$ cat src/rtl/axis_pair_packer.sv
// Packs a one-word-per-beat AXI-Stream into two-word beats with a 2-bit keep mask.
// An odd-length packet ends with a half-empty beat (keep=01, unused lane zeroed).
module axis_pair_packer #(
    parameter int unsigned WORD_W     = 32,
    parameter bit          BIG_ENDIAN = 1'b0
) (
    input  logic                  clk,
    input  logic                  rst,
    input  logic [WORD_W-1:0]     i_tdata,
    input  logic                  i_tlast,
    input  logic                  i_tvalid,
    output logic                  i_tready,
    output logic [2*WORD_W-1:0]   o_tdata,
    output logic [1:0]            o_tkeep,
    output logic                  o_tlast,
    output logic                  o_tvalid,
    input  logic                  o_tready
);

    localparam int unsigned OUT_W = 2 * WORD_W;

    typedef enum logic {
        ST_EMPTY = 1'b0,
        ST_HALF  = 1'b1
    } state_t;

    state_t              r_state;
    logic [WORD_W-1:0]   r_hold;
    logic [OUT_W-1:0]    r_tdata;
    logic [1:0]          r_tkeep;
    logic                r_tlast;
    logic                r_tvalid;

    logic                w_in_hs;
    logic                w_out_hs;

    // Place the first word of a pair in the lane selected by BIG_ENDIAN.
    function automatic logic [OUT_W-1:0] f_pack(input logic [WORD_W-1:0] first,
                                                 input logic [WORD_W-1:0] second);
        if (BIG_ENDIAN)
            f_pack = {first, second};
        else
            f_pack = {second, first};
    endfunction

    // Ready depends only on the output register, never on the input side.
    assign i_tready = !r_tvalid || o_tready;
    assign w_in_hs  = i_tvalid && i_tready;
    assign w_out_hs = r_tvalid && o_tready;

    always_ff @(posedge clk) begin
        if (rst) begin
            r_state  <= ST_EMPTY;
            r_hold   <= '0;
            r_tdata  <= '0;
            r_tkeep  <= 2'b00;
            r_tlast  <= 1'b0;
            r_tvalid <= 1'b0;
        end else begin
            if (w_out_hs) begin
                r_tvalid <= 1'b0;
            end
            if (w_in_hs) begin
                case (r_state)
                    ST_EMPTY: begin
                        if (i_tlast) begin
                            r_tdata  <= f_pack(i_tdata, WORD_W'(0));
                            r_tkeep  <= 2'b01;
                            r_tlast  <= 1'b1;
                            r_tvalid <= 1'b1;
                        end else begin
                            r_hold   <= i_tdata;
                            r_state  <= ST_HALF;
                        end
                    end
                    ST_HALF: begin
                        r_tdata  <= f_pack(r_hold, i_tdata);
                        r_tkeep  <= 2'b11;
                        r_tlast  <= i_tlast;
                        r_tvalid <= 1'b1;
                        r_state  <= ST_EMPTY;
                    end
                    default: begin
                        r_state  <= ST_EMPTY;
                    end
                endcase
            end
        end
    end

    assign o_tdata  = r_tdata;
    assign o_tkeep  = r_tkeep;
    assign o_tlast  = r_tlast;
    assign o_tvalid = r_tvalid;

endmodule

$ cat config.mk
export PLATFORM = sky130hd
export DESIGN_NAME = axis_pair_packer
export DESIGN_NICKNAME = d
export VERILOG_FILES = /design/src/rtl/axis_pair_packer.sv
export SDC_FILE = /design/constraint.sdc
export NUM_CORES = 1
export LEC_CHECK = 0
export CAP_MARGIN = 15
export CELL_PAD_IN_SITES_DETAIL_PLACEMENT = 1
export CELL_PAD_IN_SITES_GLOBAL_PLACEMENT = 1
export CORE_ASPECT_RATIO = 0.75
export CORE_MARGIN = 8
export CORE_UTILIZATION = 47
export CTS_CLUSTER_SIZE = 40
export DETAILED_ROUTE_END_ITERATION = 12
export DONT_BUFFER_PORTS = 1
export GPL_TIMING_DRIVEN = 0
export PLACE_DENSITY = 0.85
export SLEW_MARGIN = 10
export SYNTH_ARGS = -nofsm -noshare
export SYNTH_HDL_FRONTEND = slang
export SYNTH_SLANG_ARGS = --single-unit
$ cat constraint.sdc
create_clock -name clk -period 1.8 [get_ports clk]
set_clock_uncertainty 0.15 [all_clocks]
set_input_delay 0.09 -clock clk [delete_from_list [all_inputs] [get_ports clk]]
set_output_delay 0.09 -clock clk [all_outputs]
set_load 0.02 [all_outputs]
==> metrics.cfg <==
[worst_hold_path]
holdCritStartpoint = i_tlast
hold_path.class = input port to register

[setup_path]
startpoint_type = register
cp_cell_sequence = buf_6 -> clkbuf_4 -> mux2_2 -> nor4_1 -> nor3_1
crit_arrival_ns = 1.82
worstSetupPathType = register to register
timing.rr.start = r_state
endpoint_kind = register
required_ns = 1.86
critPathSlowestCell = mux2_2
crit_fanout = 10
crit_start = r_state
max_stage_delay_ns = 0.36

[timing]
max_freq_mhz = 568.6
hold_viol_final = 0
final.period_utilization_pct = 97.71
finalSetupViolCount = 0
rsz0062_at_grt = yes
worstMarginPinSlew_ns = 0.5899
maxSlewHeadroom_pct = 60.67
tns_ns = 0
slew_viol_final = 0
post-route-min-period_ns = 1.759

[clocking]
clockBufferDepth = 2
path_clk_slew_ns = 0.07
cts.htree.levels = 3
root_buffer = clkbuf_16
insertion_delay_ns = 0.35
cts_tree = built
numClockSinks = 101
cts_made_buffers = 9

[floorplanning]
row_count = 30
die_h_microns = 98.67
die_w_microns = 126.2
ios = 106
die_area_sq_um = 12450
start_util_pct = 47.74
core_area_sq_um = 8971

[routing]
viasPerCell = 6.710
routedWlPerCell_microns = 26.39
vias = 4006
wl_microns = 15750
drc = 0
drtAntennaViolNets = 0
first_iter_violations = 257
first_pass_iters = 5

[grt]
grt_pass1_wl_microns = 24540
globalRouteOverflowTotal = 0
grt_antenna_before_repair = 0
grt_start_max_net_pins = 15
grt_usage_pct = 24.94
grt_pass1_vias = 4265

[status]
status = finished, final reports clean

[layout]
final_net_count = 518
final_area_sq_um = 5117
seq_area_sq_um = 2023
area_growth_syn_to_layout_pct = 19.49
fillers = 995
multi_input_area_sq_um = 1957
n_antenna_cell = 0
drive_gt1_share_pct = 20.41
final_cells = 597
utilization_pct = 57.04

[synth]
ys_seq_area_share_pct = 47.21
synth-seq-cells = 101
mappedNetlistArea_sq_um = 4283
netlist_instances = 436
syn_avg_cell_area_sq_um = 9.823
ys_warn_count = 0
syn-num-nets = 473
synth.distinct_cells = 24

[pwr]
peakVddDrop_uv = 511.5
power_density_nw_per_um2 = 1036
power_mw = 5.300
power_leakage_nw = 1.834

[place]
io_buffers = 0
gp_congestion = 0.7993
placed_cells_incl_taps = 548
place_area_sq_um = 4423
dp_hpwl_microns = 10220

[flow_run]
maxCapViolations = 0

==> worst max-delay path: cells and delay by family (launching register included) <==
| kind | cells | cell delay (ns) |
|---|---|---|
| and+or+nand+nor | 2 | 0.38 |
| DFF | 1 | 0.33 |
| buffers and inverters | 2 | 0.39 |
| muxes | 1 | 0.36 |
==> state kept, by name, summed over array words and instances, names as in the netlist <==
name,flops
r_state,1
o_tlast,1
o_tvalid,1
r_hold,32
o_tkeep,2
o_tdata,64
==> where the power goes <==
group	switching [mW]	leakage, nW	internal, mW
clock network	0.801	0.143	1.15
logic	0.467	0.865	0.315
registers	0.206	0.826	2.36
total	1.47	1.83	3.83
==> cells by family (layout without fill, tap and decap cells) <==
| kind of cell | after synthesis | in the layout | share of synthesized area (%) |
|---|---|---|---|
| and+or+nand+nor | 103 | 103 | 14.55 |
| buffers and inverters | 65 | 114 | 7.917 |
| muxes | 32 | 32 | 8.414 |
| AOI/OAI and AO/OA | 135 | 135 | 21.91 |
| DFF | 101 | 101 | 47.21 |
==> synthesized netlist by cell type (all sizes together) <==
library cell,count,area [sq um]
a31o,1,8.760
or2,1,8.760
and2b,1,7.510
inv,5,18.77
clkbuf,23,86.33
buf,37,234.0
nor4,33,221.5
nand3,2,10.01
mux2,32,360.4
a21oi,36,180.2
nand4,32,200.2
dfxtp,101,2022
nor3,32,160.2
a22o,32,280.3
nor2,1,6.260
a31oi,33,221.5
nor2b,1,8.760
o31ai,33,247.7
==> through the flow <==
step,hold WS [ns],setup WS (ns)
after floorplan,0.06548,0.2387
after global placement,0.06635,-0.05442
after detailed placement,0.07034,-0.1365
after CTS,0.01662,0.01281
after global routing,0.07139,-0.01828
final,0.04652,0.04121
==> routing by layer <==
layer  wire length (microns)  global-route usage [%]  share of wire [%]
met1                    6476                   29.03                 41
met2                    7528                   41.45                 48
met3                    1347                   8.037                8.6
met4                     401                   10.69                2.5
met5                       0                       0                  0
==> cells in the final DEF (no fill, tap or decap), types with 4 or more instances in the layout <==
master / instances
dlygate4sd3_1: 33
nor4_1: 28
nand4_1: 32
clkbuf_4: 5
buf_4: 5
dfxtp_1: 100
a21oi_1: 36
clkbuf_2: 5
nor3_1: 32
nor4_2: 4
buf_2: 17
mux2_2: 32
a22o_1: 32
clkbuf_1: 21
a31oi_1: 32
o31ai_1: 32
buf_6: 8
clkbuf_16: 9
==> final timing paths <==
check / endpoint / slack, ns / depth (start not counted)
worst min register to register: r_hold[5] / 0.32 / 2
worst max-delay path: o_tdata[20] / 0.04 / 5
worst max register to register: o_tdata[20] / 0.04 / 5
worst min-delay path: o_tdata[2] / 0.05 / 3
==> cell type report <==
class	count	share of cell area [%]
sequential	101	39.54
tap	112	2.738
inverter	5	0.3667
buffer	60	6.773
clock inverter	1	0.5868
multi-input combinational	270	38.24
timing repair buffer	34	6.601
clock buffer	14	5.159
==> what timing repair did <==
action	4_1_cts	5_1_grt
buffers inserted	1	0
hold buffers	33	0
hold endpoints to repair	98	0
endpoints found under the setup margin	93	63
resized for setup	6	18
No activity file was read; power rests on OpenSTA's default activity.
